--- src/rtl/imul_var_pkg.sv ---
// Shared types for the variable-latency iterative multiplier: FSM states,
// datapath control word and datapath status word.
package imul_var_pkg;

   typedef enum logic [1:0] {
      IDLE,
      CALC,
      DONE
   } state_e;

   // a/b register input select
   localparam logic SEL_SHIFT = 1'b0;
   localparam logic SEL_REQ   = 1'b1;

   // result register input select
   localparam logic RES_SEL_ADD  = 1'b0;
   localparam logic RES_SEL_ZERO = 1'b1;

   // add mux: keep running sum or take sum + a
   localparam logic ADD_SEL_HOLD = 1'b0;
   localparam logic ADD_SEL_SUM  = 1'b1;

   // shift distance select
   localparam logic SHIFT_BY_1 = 1'b0;
   localparam logic SHIFT_BY_4 = 1'b1;

   typedef struct packed {
      logic a_mux_sel;
      logic b_mux_sel;
      logic result_mux_sel;
      logic add_mux_sel;
      logic a_en;
      logic b_en;
      logic result_en;
      logic skip_sel;
   } cs_t;

   typedef struct packed {
      logic b_lsb;
      logic b_zero;
      logic b_next_zero;
      logic b_low4_zero;
   } ss_t;

   function automatic cs_t cs_idle();
      cs_t c;
      c = '0;
      return c;
   endfunction

endpackage

--- src/rtl/imul_var_iter_dpath.sv ---
// Datapath of imul_var_iter: operand/result registers, shifters, adder and
// input muxes, steered by the control word from the top-level FSM.
module imul_var_iter_dpath
   import imul_var_pkg::*;
#(
   parameter int unsigned NBITS = 32
) (
   input  logic             clk,
   input  logic             reset,
   input  cs_t              i_cs,
   input  logic [NBITS-1:0] i_req_a,
   input  logic [NBITS-1:0] i_req_b,
   output ss_t              o_ss,
   output logic [NBITS-1:0] o_result
);

   localparam logic [NBITS-1:0] LOW4_MASK = NBITS'(15);

   logic [NBITS-1:0] r_a;
   logic [NBITS-1:0] r_b;
   logic [NBITS-1:0] r_result;

   logic [NBITS-1:0] w_a_shift;
   logic [NBITS-1:0] w_b_shift;
   logic [NBITS-1:0] w_sum;
   logic [NBITS-1:0] w_add_out;
   logic [NBITS-1:0] w_a_next;
   logic [NBITS-1:0] w_b_next;
   logic [NBITS-1:0] w_result_next;

   always_comb begin
      w_a_shift = (i_cs.skip_sel == SHIFT_BY_4) ? (r_a << 4) : (r_a << 1);
      w_b_shift = (i_cs.skip_sel == SHIFT_BY_4) ? (r_b >> 4) : (r_b >> 1);
      // Overflow beyond NBITS is discarded by the register width.
      w_sum     = r_result + r_a;
      w_add_out = (i_cs.add_mux_sel == ADD_SEL_SUM) ? w_sum : r_result;

      w_a_next      = (i_cs.a_mux_sel == SEL_REQ) ? i_req_a : w_a_shift;
      w_b_next      = (i_cs.b_mux_sel == SEL_REQ) ? i_req_b : w_b_shift;
      w_result_next = (i_cs.result_mux_sel == RES_SEL_ZERO) ? '0 : w_add_out;
   end

   always_ff @(posedge clk) begin
      if (reset) begin
         r_a      <= '0;
         r_b      <= '0;
         r_result <= '0;
      end else begin
         if (i_cs.a_en)      r_a      <= w_a_next;
         if (i_cs.b_en)      r_b      <= w_b_next;
         if (i_cs.result_en) r_result <= w_result_next;
      end
   end

   always_comb begin
      o_ss             = '0;
      o_ss.b_lsb       = r_b[0];
      o_ss.b_zero      = (r_b == '0);
      o_ss.b_next_zero = ((r_b >> 1) == '0);
      o_ss.b_low4_zero = ((r_b & LOW4_MASK) == '0);
   end

   assign o_result = r_result;

endmodule

--- src/rtl/imul_var_iter.sv ---
// Variable-latency iterative shift-add multiplier with val/rdy handshakes.
// Define IMUL_VAR_ZERO_SKIP_EN to skip four zero multiplier bits per cycle.
module imul_var_iter
   import imul_var_pkg::*;
#(
   parameter int unsigned NBITS = 32
) (
   input  logic             clk,
   input  logic             reset,
   input  logic             req_val,
   output logic             req_rdy,
   input  logic [NBITS-1:0] req_a,
   input  logic [NBITS-1:0] req_b,
   output logic             resp_val,
   input  logic             resp_rdy,
   output logic [NBITS-1:0] resp_result
);

`ifdef IMUL_VAR_ZERO_SKIP_EN
   localparam logic SKIP_EN = 1'b1;
`else
   localparam logic SKIP_EN = 1'b0;
`endif

   state_e r_state;
   logic   r_req_rdy;
   logic   r_resp_val;

   cs_t  w_cs;
   ss_t  w_ss;
   logic w_req_go;
   logic w_resp_go;
   logic w_skip;

   assign w_req_go  = req_val && r_req_rdy;
   assign w_resp_go = r_resp_val && resp_rdy;
   // A nibble skip never empties b (b != 0 with low four bits clear).
   assign w_skip    = SKIP_EN && !w_ss.b_zero && w_ss.b_low4_zero;

   always_comb begin
      w_cs = cs_idle();
      case (r_state)
         IDLE: begin
            if (w_req_go) begin
               w_cs.a_mux_sel      = SEL_REQ;
               w_cs.b_mux_sel      = SEL_REQ;
               w_cs.result_mux_sel = RES_SEL_ZERO;
               w_cs.a_en           = 1'b1;
               w_cs.b_en           = 1'b1;
               w_cs.result_en      = 1'b1;
            end
         end
         CALC: begin
            if (w_skip) begin
               w_cs.skip_sel = SHIFT_BY_4;
               w_cs.a_en     = 1'b1;
               w_cs.b_en     = 1'b1;
            end else if (!w_ss.b_zero) begin
               w_cs.skip_sel       = SHIFT_BY_1;
               w_cs.add_mux_sel    = ADD_SEL_SUM;
               w_cs.result_mux_sel = RES_SEL_ADD;
               w_cs.a_en           = 1'b1;
               w_cs.b_en           = 1'b1;
               w_cs.result_en      = w_ss.b_lsb;
            end
         end
         default: ;
      endcase
   end

   always_ff @(posedge clk) begin
      if (reset) begin
         r_state    <= IDLE;
         r_req_rdy  <= 1'b1;
         r_resp_val <= 1'b0;
      end else begin
         case (r_state)
            IDLE: begin
               if (w_req_go) begin
                  r_state   <= CALC;
                  r_req_rdy <= 1'b0;
               end
            end
            CALC: begin
               if (w_ss.b_zero || (!w_skip && w_ss.b_next_zero)) begin
                  r_state    <= DONE;
                  r_resp_val <= 1'b1;
               end
            end
            DONE: begin
               if (w_resp_go) begin
                  r_state    <= IDLE;
                  r_req_rdy  <= 1'b1;
                  r_resp_val <= 1'b0;
               end
            end
            default: begin
               r_state    <= IDLE;
               r_req_rdy  <= 1'b1;
               r_resp_val <= 1'b0;
            end
         endcase
      end
   end

   imul_var_iter_dpath #(
      .NBITS (NBITS)
   ) u_dpath (
      .clk      (clk),
      .reset    (reset),
      .i_cs     (w_cs),
      .i_req_a  (req_a),
      .i_req_b  (req_b),
      .o_ss     (w_ss),
      .o_result (resp_result)
   );

   assign req_rdy  = r_req_rdy;
   assign resp_val = r_resp_val;

endmodule

--- config.mk ---
export PLATFORM = sky130hd
export DESIGN_NAME = imul_var_iter
export DESIGN_NICKNAME = d
export VERILOG_FILES = /design/src/rtl/imul_var_pkg.sv /design/src/rtl/imul_var_iter_dpath.sv /design/src/rtl/imul_var_iter.sv
export SDC_FILE = /design/constraint.sdc
export NUM_CORES = 1
export LEC_CHECK = 0
export ABC_AREA = 0
export CORE_MARGIN = 3
export CORE_UTILIZATION = 49
export CTS_CLUSTER_SIZE = 28
export DETAILED_ROUTE_END_ITERATION = 10
export PLACE_DENSITY = 0.78
export SETUP_SLACK_MARGIN = 0.5
export SYNTH_ARGS = -nofsm -noshare
export SYNTH_HDL_FRONTEND = slang
export SYNTH_SLANG_ARGS = --single-unit
export TNS_END_PERCENT = 30
--- constraint.sdc ---
create_clock -name clk -period 2.3 [get_ports clk]
set_input_delay 0.46 -clock clk [delete_from_list [all_inputs] [get_ports clk]]
set_output_delay 0.46 -clock clk [all_outputs]
set_load 0.1 [all_outputs]
; ---- After elaboration in Yosys (flattened, before gate mapping)
; Cells that the tools add are included.
; W data, S select, Z words.
[totals]
ff_bits = 100
input_bits = 68
out_inout_bits = 34
wordCells = 48
[op_classes]
add_sub_neg = 1
n_eq_ne = 5
muxes = 23
bitwise_logic = 2
n_reduce_logical = 11
[ops]
columns = operator, count
row1 = $mux W32, 5
row2 = $logic_not A32 Y1, 2
row3 = $add A32 B32 Y32, 1
row4 = $mux W31, 1
row5 = $reduce_and A3 Y1, 3
row6 = $mux W2, 4
row7 = $mux W1, 6
row8 = $ne A2 B2 Y1 const B, 3
row9 = $pmux W1 S3, 2
row10 = $pmux W2 S3, 1
row11 = $pmux W3 S2, 1
row12 = $mux W5, 1
row13 = $mux W3, 1
row14 = $eq A2 B1 Y1 const B, 1
row15 = $eq A2 B2 Y1 const B, 1
row16 = $logic_and A1 B1 Y1, 2
row17 = $logic_not A2 Y1, 1
row18 = $not A1 Y1, 2
row19 = $pmux W1 S2, 1
row20 = $reduce_and A2 Y1, 1
row21 = $reduce_bool A2 Y1, 1
row22 = $logic_or A1 B1 Y1, 1

; ---- Logic depth before layout (Yosys ltp)
[depth]
ltp_word = 5
depth_mapped = 10
ltp_nobuf = 10

; ---- By module
; From an unflattened synthesis, not the netlist that was laid out.
[hier_totals]
hier_cells = 789
hier_area_um2 = 6373.6
[modules_own_cells]
columns = module, n_inst, cells_per_inst, area_per_inst_um2, seq_area_each_um2
row1 = imul_var_iter_dpath, 1, 764, 6172.2, 1921.8
row2 = imul_var_iter, 1, 25, 201.4, 80.1

; ---- Least setup slack after synthesis
; Ideal clock, no wire load.
[synth_path]
kind = reg-to-reg
start = register u_dpath.r_result[0], in the netlist u_dpath.o_result[0]
end = register u_dpath.r_result[24], in the netlist u_dpath.o_result[24]
setup_time_ps = 119
arrival_time_ps = 3063
t_required_ps = 2181
slack_ps = -882
stages_incl_launch_ff = 11
n_path_buf = 0
period_less_slack_ps = 3182
cell_sequence = dfxtp_1 -> ha_1 -> inv_1 -> fa_1 -> and2b_1 -> o31ai_4 -> a211oi_2 -> o2111ai_1 -> a311oi_1 -> o21ai_0 -> a32o_1
[synth_between]
elab_chain_cells = 3
[synth_lines]
columns = element, line_no
row1 = "start, declared", imul_var_iter_dpath.sv:21  ; logic [NBITS-1:0] r_result;
row2 = "start signal, assigned", imul_var_iter_dpath.sv:51  ; if (i_cs.result_en) r_result <= w_result_next;
row3 = $add A32 B32 Y32, imul_var_iter_dpath.sv:35  ; w_sum = r_result + r_a;
row4 = $mux W32, imul_var_iter_dpath.sv:36  ; w_add_out = (i_cs.add_mux_sel == ADD_SEL_SUM) ? w_sum : r_result;
row5 = $mux W32, imul_var_iter_dpath.sv:40  ; w_result_next = (i_cs.result_mux_sel == RES_SEL_ZERO) ? '0 : w_add_out;
; Every way passes these cells. The select of a mux whose other input is x is not followed.
; A chain may end at the register's enable or synchronous reset.

; ---- Worst setup path in the final report
[layout_path]
start = register u_dpath.r_a[5]
end = register u_dpath.r_result[22], in the netlist u_dpath.o_result[22]
[layout_between]
elab_chain_cells = 3
[layout_lines]
columns = element, line_no
row1 = "start, declared", imul_var_iter_dpath.sv:19  ; logic [NBITS-1:0] r_a;
row2 = "start signal, assigned", imul_var_iter_dpath.sv:49  ; if (i_cs.a_en) r_a <= w_a_next;
row3 = $add A32 B32 Y32, imul_var_iter_dpath.sv:35
row4 = $mux W32, imul_var_iter_dpath.sv:36
row5 = $mux W32, imul_var_iter_dpath.sv:40
; Every way passes these cells. The select of a mux whose other input is x is not followed.

==> results_dict.tcl <==
set metrics [dict create \
    status "complete, but fails checks" \
    violations "setup timing" \
    portBuffers 101 \
    yosysTopAreaCellShare_pct 33.8 \
    cts_tree "done" \
    gp_congestion 0.908 \
    ys_ff_latch 100 \
    io_pins 102 \
    die_h_um 116 \
    synth_cell_types 56 \
    avgSynthCellArea_um2 8.34 \
    fmaxAchievable_mhz 396 \
    place_inst 958 \
    critPathRequiredTime_ns 2.56 \
    grt_util_all_layers_pct 26.1 \
    postCtsHoldBufs 0 \
    cts_buffers 9 \
    power_density_nw_per_um2 561 \
    fin_skew_ns 0.00846 \
    syn_inst 710 \
    cts.clk_slew.worst_paths_ns 0.08 \
    core_um2 11600 \
    rows 39 \
    ys_async_sr_fraction_pct 0 \
    syn_nets 810 \
    route.detailed.drc 0 \
    ant_nets 0 \
    initial_core_util_pct 51.0 \
    worst_setup_path_start_kind "flip-flop" \
    setup_tns_ns -1.51 \
    critPathMaxFanout 4 \
    wl_per_cell_um 19.0 \
    die_area_um2 13400 \
    setup_viol 10 \
    clock_path_buffers 2 \
    antenna_found_initial 0 \
    clkSinkCount 100 \
    num_antenna_cells 0 \
    fin_nets 953 \
    drt_wl_total_mm 19.0 \
    area_delta_synth_final_pct 49.2 \
    ys.flop_type "dfxtp_1" \
    first_global_vias 5905 \
    ir_drop_v 0.000439 \
    hpwl_mm 11.9 \
    tightest_slew_ns 0.668 \
    drtIter0Drc 364 \
    fin_cells 1001 \
    final_common_cell "nor2_1" \
    grt_pass1_wl_mm 28.2 \
    slew_viol_final 0 \
    slew_headroom_pct 55.0 \
    drive_gt1_share_pct 33.4 \
    synth_top_cell_by_area "dfxtp_1" \
    drv_cap 0 \
    ys_warn_count 0 \
    drt_pass1_iterations 5 \
    final_cell_mix "86 x nor2_1, 85 x buf_4, 66 x clkdlybuf4s50_1, 55 x dfxtp_1, 52 x mux2i_1" \
    criticalPathCategory "flip-flop to flip-flop" \
    grt_max_degree 82 \
    synth_edf_count 0 \
    holdCritPathClass "input port to flip-flop" \
    place_area_um2 7570 \
    clockRootBuffer "clkbuf_16" \
    die_w_um 116 \
    end_kind "flip-flop" \
    fin_crit_ns 2.53 \
    hold_viol 0 \
    final_area_um2 8830 \
    syn_area_um2 5920 \
    nFillCells 792 \
    leakage_nw 3.70 \
    clkLatencyLatePin_ns 0.37 \
    htreeDepth 3 \
    min_period_over_period_pct 110 \
    r2r_setup_slack_ns -0.23 \
    power_mw 4.96 \
    grt_setup_unrepaired "true" \
    worstPathArrival_ns 2.79 \
    ys_top_cells_by_area "dfxtp_1 34%, mux2i_1 11%, a211oi_1 8.1%" \
    dr_total_vias 6168 \
    finalWorstSetupSlack_ns -0.227 \
    ys_seq_area_share_pct 33.8 \
    viasPerCell 6.16 \
    grt_overflow 0 \
]
[sequential cells by signal, indices dropped and copies added (netlist names)]
name,flops
r_state,2
req_rdy,1
resp_val,1
u_dpath.o_result,32
u_dpath.r_a,32
u_dpath.r_b,32
[per-layer routing]
metal / GRT usage (%) / wire length [µm]
met5: 0 / 0
met4: 8.97 / 498
met3: 5.69 / 1140
met2: 44.6 / 9520
met1: 32.6 / 7850
[worst max-delay path, stage by stage, from the launching register on]
cell,delay (ns)
dfxtp_1,0.42
ha_1,0.27
o21ai_0,0.56
a211oi_4,0.14
buf_4,0.19
o21ai_4,0.19
buf_6,0.14
a21oi_4,0.05
o21a_1,0.19
o31ai_1,0.29
[cells by family after synthesis]
logic type	synth area share, %
multiplexers	11.2
adder cells (fa/ha/maj)	6.89
buffers and inverters	4.10
flip-flops	33.8
AO/OA/AOI/OAI	25.0
XOR/XNOR	1.92
AND/OR/NAND/NOR	17.2
[repair_timing]
item,CTS,global route
setup buffers,11,11
endpoints found under the hold margin,0,0
gates resized for setup,50,89
gates cloned,3,2
setup endpoints to repair,89,92
pin swaps,104,95
[cell usage after synthesis, types with 9 or more instances]
master	n
a211oi_1	64
a21o_1	17
a21oi_1	46
and3_1	9
clkbuf_1	37
dfxtp_1	100
ha_1	31
inv_1	11
mux2i_1	66
nand2_1	50
nand3_1	24
nor2_1	89
nor3_1	13
o21ai_0	16
o21ai_1	15
o21bai_1	9
[final cells by class]
class	instances	area (µm²)	share of cell area (%)
multi-input cells	552	4480	50.7
well taps	143	179	2.03
clock buffers	10	239	2.71
flip-flops and latches	100	2120	24.0
clock inverters	6	60.1	0.680
inverters	12	45.0	0.510
repair buffers	178	1720	19.4
[report_power, final]
part	switching [mW]	internal, mW
clock	0.774	0.800
sequential	0.160	1.86
combinational	0.716	0.647
[path summary, 6_finish.rpt]
path	start	end	depth (start not counted)
max reg2reg	u_dpath.r_a[5]	u_dpath.o_result[22]	9
max	u_dpath.r_a[5]	u_dpath.o_result[22]	9
min	reset	u_dpath.o_result[12]	2
min reg2reg	u_dpath.o_result[23]	u_dpath.o_result[23]	2
[per-stage QoR]
stage	setup slack, ns	hold slack [ns]	utilization (%)
after CTS	-0.203	0.356	71.1
final	-0.227	0.391	76.1
after global routing	-0.318	0.397	76.1
after global placement	-0.195	0.446	65.1
after detailed placement	-0.254	0.457	65.1
after floorplan	-0.253	0.460	-
No activity file was read; power rests on OpenSTA's default activity.
